`src/rtl/fu_result_buffer.sv`:
```
// Per-FU completion buffer feeding the CDB arbiter: an in-order FIFO of
// {tag, packet} results with backpressure, squash and a starvation flag.
package fu_result_buffer_pkg;
    localparam int TAG_SIZE = 6;

    localparam logic [2:0] ALU_FU   = 3'd1;
    localparam logic [2:0] MULT0_FU = 3'd2;
    localparam logic [2:0] MULT1_FU = 3'd3;
    localparam logic [2:0] LS_FU    = 3'd4;
    localparam logic [2:0] BR_FU    = 3'd5;

    typedef struct packed {
        logic [31:0] alu_result;
        logic [31:0] npc;
        logic        take_branch;
    } ex_mem_packet_t;
endpackage

module fu_result_buffer
    import fu_result_buffer_pkg::*;
#(
    parameter int         DEPTH        = 4,
    parameter logic [2:0] FU_ID        = ALU_FU,
    parameter int         STARVE_LIMIT = 8
) (
    input  logic                         clock,
    input  logic                         reset,
    input  logic                         fu_valid,
    input  logic [TAG_SIZE-1:0]          fu_tag,
    input  ex_mem_packet_t               fu_packet,
    input  logic                         squash,
    input  logic                         cdb_valid,
    input  logic [2:0]                   cdb_fu_opcode,
    output logic                         done,
    output logic [TAG_SIZE-1:0]          tag,
    output ex_mem_packet_t               packet,
    output logic                         full,
    output logic [$clog2(DEPTH+1)-1:0]   count,
    output logic                         urgent,
    output logic                         overflow
);

    localparam int PW = $clog2(DEPTH);
    localparam int CW = $clog2(DEPTH + 1);
    localparam int WW = $clog2(STARVE_LIMIT + 1);

    logic [PW-1:0]       head_q, head_d;
    logic [PW-1:0]       tail_q, tail_d;
    logic [CW-1:0]       count_q, count_d;
    logic [WW-1:0]       wait_q, wait_d;
    logic                overflow_q, overflow_d;
    logic [TAG_SIZE-1:0] tag_mem_q [DEPTH];
    logic [TAG_SIZE-1:0] tag_mem_d [DEPTH];
    ex_mem_packet_t      pkt_mem_q [DEPTH];
    ex_mem_packet_t      pkt_mem_d [DEPTH];

    logic grant;
    logic push;
    logic pop;

    // Outputs come from registers only; full is never relieved by a same-cycle pop.
    assign done     = (count_q != '0);
    assign full     = (count_q == CW'(DEPTH));
    assign count    = count_q;
    assign urgent   = (wait_q >= WW'(STARVE_LIMIT));
    assign overflow = overflow_q;
    assign tag      = tag_mem_q[head_q];
    assign packet   = pkt_mem_q[head_q];

    always_comb begin
        grant      = cdb_valid && (cdb_fu_opcode == FU_ID);
        push       = fu_valid && !full && !squash;
        pop        = grant && done && !squash;

        head_d     = head_q;
        tail_d     = tail_q;
        count_d    = count_q;
        wait_d     = wait_q;
        overflow_d = overflow_q | (fu_valid && full && !squash);
        tag_mem_d  = tag_mem_q;
        pkt_mem_d  = pkt_mem_q;

        if (squash) begin
            head_d  = '0;
            tail_d  = '0;
            count_d = '0;
            wait_d  = '0;
        end else begin
            if (push) begin
                tag_mem_d[tail_q] = fu_tag;
                pkt_mem_d[tail_q] = fu_packet;
                tail_d            = tail_q + PW'(1);
            end
            if (pop) begin
                head_d = head_q + PW'(1);
            end
            case ({push, pop})
                2'b10:   count_d = count_q + CW'(1);
                2'b01:   count_d = count_q - CW'(1);
                default: count_d = count_q;
            endcase
            // A new head always starts its wait from zero.
            if (!done || pop) begin
                wait_d = '0;
            end else if (!grant && (wait_q < WW'(STARVE_LIMIT))) begin
                wait_d = wait_q + WW'(1);
            end
        end
    end

    always_ff @(posedge clock or posedge reset) begin
        if (reset) begin
            head_q     <= '0;
            tail_q     <= '0;
            count_q    <= '0;
            wait_q     <= '0;
            overflow_q <= 1'b0;
            for (int i = 0; i < DEPTH; i++) begin
                tag_mem_q[i] <= '0;
                pkt_mem_q[i] <= '0;
            end
        end else begin
            head_q     <= head_d;
            tail_q     <= tail_d;
            count_q    <= count_d;
            wait_q     <= wait_d;
            overflow_q <= overflow_d;
            tag_mem_q  <= tag_mem_d;
            pkt_mem_q  <= pkt_mem_d;
        end
    end

endmodule

```
`config.mk`:
```
export PLATFORM = sky130hd
export DESIGN_NAME = fu_result_buffer
export DESIGN_NICKNAME = d
export VERILOG_FILES = /design/src/rtl/fu_result_buffer.sv
export SDC_FILE = /design/constraint.sdc
export NUM_CORES = 1
export LEC_CHECK = 0
export ABC_CLOCK_PERIOD_IN_PS = 10250
export BUFFER_PORTS_ARGS = -buffer_cell sky130_fd_sc_hd__clkbuf_2
export CAP_MARGIN = 20
export CORE_UTILIZATION = 53
export DETAILED_ROUTE_END_ITERATION = 12
export GPL_ROUTABILITY_DRIVEN = 0
export PLACE_DENSITY = 0.76
export SLEW_MARGIN = 10
export SYNTH_ARGS = -nofsm -noshare
export SYNTH_HDL_FRONTEND = slang
export SYNTH_SLANG_ARGS = --single-unit
```
`constraint.sdc`:
```
create_clock -name clock -period 10.25 [get_ports clock]
set_input_delay 2.5625 -clock clock [delete_from_list [all_inputs] [get_ports clock]]
set_output_delay 2.5625 -clock clock [all_outputs]
set_load 0.1 [all_outputs]
```
==> results.txt <==
status: completed
CTS sink count: 296
Max-slew headroom: 40.1%
Final setup viols: 0
CP Capture Type: output pin
Synth cell types: 37
vias after detailed routing: 7,139
CTS clk-pin slew, worst paths: 0.06 ns
most frequent cells in the layout: dfrtp_1, mux2_2, clkbuf_2, mux2_4, mux4_2
# IOs: 157
TNS Setup: 0 ns
PortBufs: 156
CP Class: flip-flop to output pin
largest net degree at the start of global routing: 167
Routed Antenna Nets: 0
Layout Utilization: 62.6%
Fmax: 172 MHz
syn nets: 849
Root Buffer: clkbuf_16
ys async rst share: 100%
row cnt: 57
later-pin clock latency in the skew report: 0.55 ns
vias in the first global route: 7,827
Synth Flop Type: dfrtp_1
DIE AREA: 26,100 sq um
Slew Limit Fails: 0
RSZ-0062 raised after global routing: no
CP Data Arrival Time: 3.24 ns
Final min period: 5.80 ns
Setup Skew: 0.00867 ns
Tightest Pin Transition: 0.899 ns
ANT cells: 0
TritonCTS Buffers: 31
gr ovfl total: 0
CTS tree: done
FF-to-FF Start: count[1]$_DFFE_PP0P_
hold slack: 0.499 ns
Die W: 161 um
Crit Path Max Fanout: 40
Syn Area/Cell: 17.7 sq um
layout cells sized above 1: 62.2%
core area: 24,600 sq um
crit path launch type: flip-flop
post-CTS setup buffer count: 0
H-tree levels: 1
nets@finish: 1,002
worst hold path class: flip-flop to flip-flop
gr usage total: 20.8%
area grow syn2layout: 14.3%
Clock Path Buffers: 3
commonest non-fill, non-tap cell in the layout: dfrtp_1
Die Y: 161 um
final worst-path cycle share: 56.6%
final wirelength: 26.2 mm
Via density: 5.67
DR DRC count: 0
final hold vios: 0
cell area after synthesis: 13,500 sq um
number of synthesized flops with an enable pin: 0
max-cap viol count: 0
fillers: 1,801
flops & latches, synth: 296
Starting Density: 54.8%
VDD IR-drop max: 0.189 mV
crit path from: head_q[0]$_DFFE_PP0P_
Post-CTS Hold Buffers: 0
Hold Startpoint: pkt_mem_q[129]$_DFFE_PP0P_
Yosys warning total: 0
Post-DP HPWL: 15.9 mm
post-synthesis sequential area ratio: 55.0%
CP Data Required Time: 7.69 ns
Mapped Cells: 763
routed len/inst: 20.8 um
Initial DRT Pass Iterations: 4
DRT iter0 DRCs: 336
global-route wire length before repair: 42.9 mm
leakage: 7.34 nW
antenna violations before repair: 0
Pwr per Cell Area: 271 nW/um^2
cts repair resizes: 0
report_power, final:
part | internal (W) | switching [W]
Clock | 0.000676 | 0.000444
Combinational | 0.000506 | 0.000836
Sequential | 0.00152 | 0.000191
Total | 0.00270 | 0.00147
state kept, by name (all words and copies together) (netlist names):
signal,flops
pkt_mem_q,260
tag_mem_q,24
wait_q,4
count,3
head_q,2
tail_q,2
overflow,1
final cells by class:
cell class | instances | area, sq um | area share (%)
Clock buffer | 44 | 895 | 5.81
Inverter | 7 | 30.0 | 0.195
Multi-Input combinational cell | 414 | 5650 | 36.7
Sequential cell | 296 | 7410 | 48.1
Tap cell | 324 | 405 | 2.63
Timing Repair Buffer | 166 | 888 | 5.77
Clock inverter | 9 | 124 | 0.804
metal layers:
metal  GRT usage (%)  vias up  routed length [um]
li1                -     3143                   -
met1            30.9     3790               12200
met2            32.1      170               12100
met3            3.75       36                1370
met4            5.15        0                 533
met5               0        -                   0
critical path, cell delays in order, from the launching register on:
cell	delay, ns
dfrtp_4	0.96
buf_4	0.70
mux4_2	0.61
clkbuf_2	0.39
synth_stat cells (2+ instances only):
| library cell | n | area share, % |
|---|---|---|
| ha_1 | 6 | 0.56 |
| clkbuf_1 | 8 | 0.22 |
| nand2_4 | 5 | 0.42 |
| buf_1 | 2 | 0.056 |
| mux2_4 | 104 | 12 |
| dfrtp_1 | 296 | 55 |
| buf_6 | 28 | 2.3 |
| nor2b_1 | 2 | 0.093 |
| inv_1 | 7 | 0.19 |
| mux2i_1 | 2 | 0.15 |
| mux4_2 | 71 | 12 |
| nand2b_1 | 2 | 0.093 |
| a21oi_1 | 2 | 0.074 |
| nor2_1 | 10 | 0.28 |
| o21ai_0 | 2 | 0.074 |
| nand3_1 | 2 | 0.074 |
| mux2_2 | 181 | 15 |
| xnor2_1 | 3 | 0.19 |
| xor2_1 | 2 | 0.13 |
| buf_2 | 8 | 0.30 |
| nand2_1 | 4 | 0.11 |
path summary, 6_finish.rpt:
check | to | slack [ns] | cells after the start
max in group asynchronous | pkt_mem_q[152]$_DFFE_PP0P_ | 6.69 | 4
worst min register to register | pkt_mem_q[129]$_DFFE_PP0P_ | 0.50 | 1
min in group asynchronous | pkt_mem_q[168]$_DFFE_PP0P_ | 2.22 | 3
worst max register to register | pkt_mem_q[2]$_DFFE_PP0P_ | 7.52 | 5
worst max-delay path | packet[3] | 4.45 | 3
worst min-delay path | pkt_mem_q[129]$_DFFE_PP0P_ | 0.50 | 1
metrics by stage:
step	power [W]	setup slack (ns)	cell area, sq um	std cells
global route	0.00434	4.17	15400	1260
CTS	0.00420	4.30	15400	1259
detailed placement	0.00307	4.90	14400	1206
finish	0.00417	4.45	15400	1260
floorplan	0.00284	3.76	13500	763
global placement	0.00303	4.92	14400	1206
cells by family (layout without fill, tap and decap cells):
| logic type | after synthesis | count (layout) | share of synthesized area [%] |
|---|---|---|---|
| buffers and inverters | 53 | 226 | 3.11 |
| flip-flops | 296 | 296 | 55.0 |
| AND/OR/NAND/NOR | 33 | 33 | 1.52 |
| XOR/XNOR | 6 | 6 | 0.446 |
| multiplexers | 358 | 358 | 38.7 |
| adder cells (fa/ha/maj) | 7 | 7 | 0.706 |
| AO/OA/AOI/OAI | 10 | 10 | 0.539 |
(Power assumes the default switching activity.)
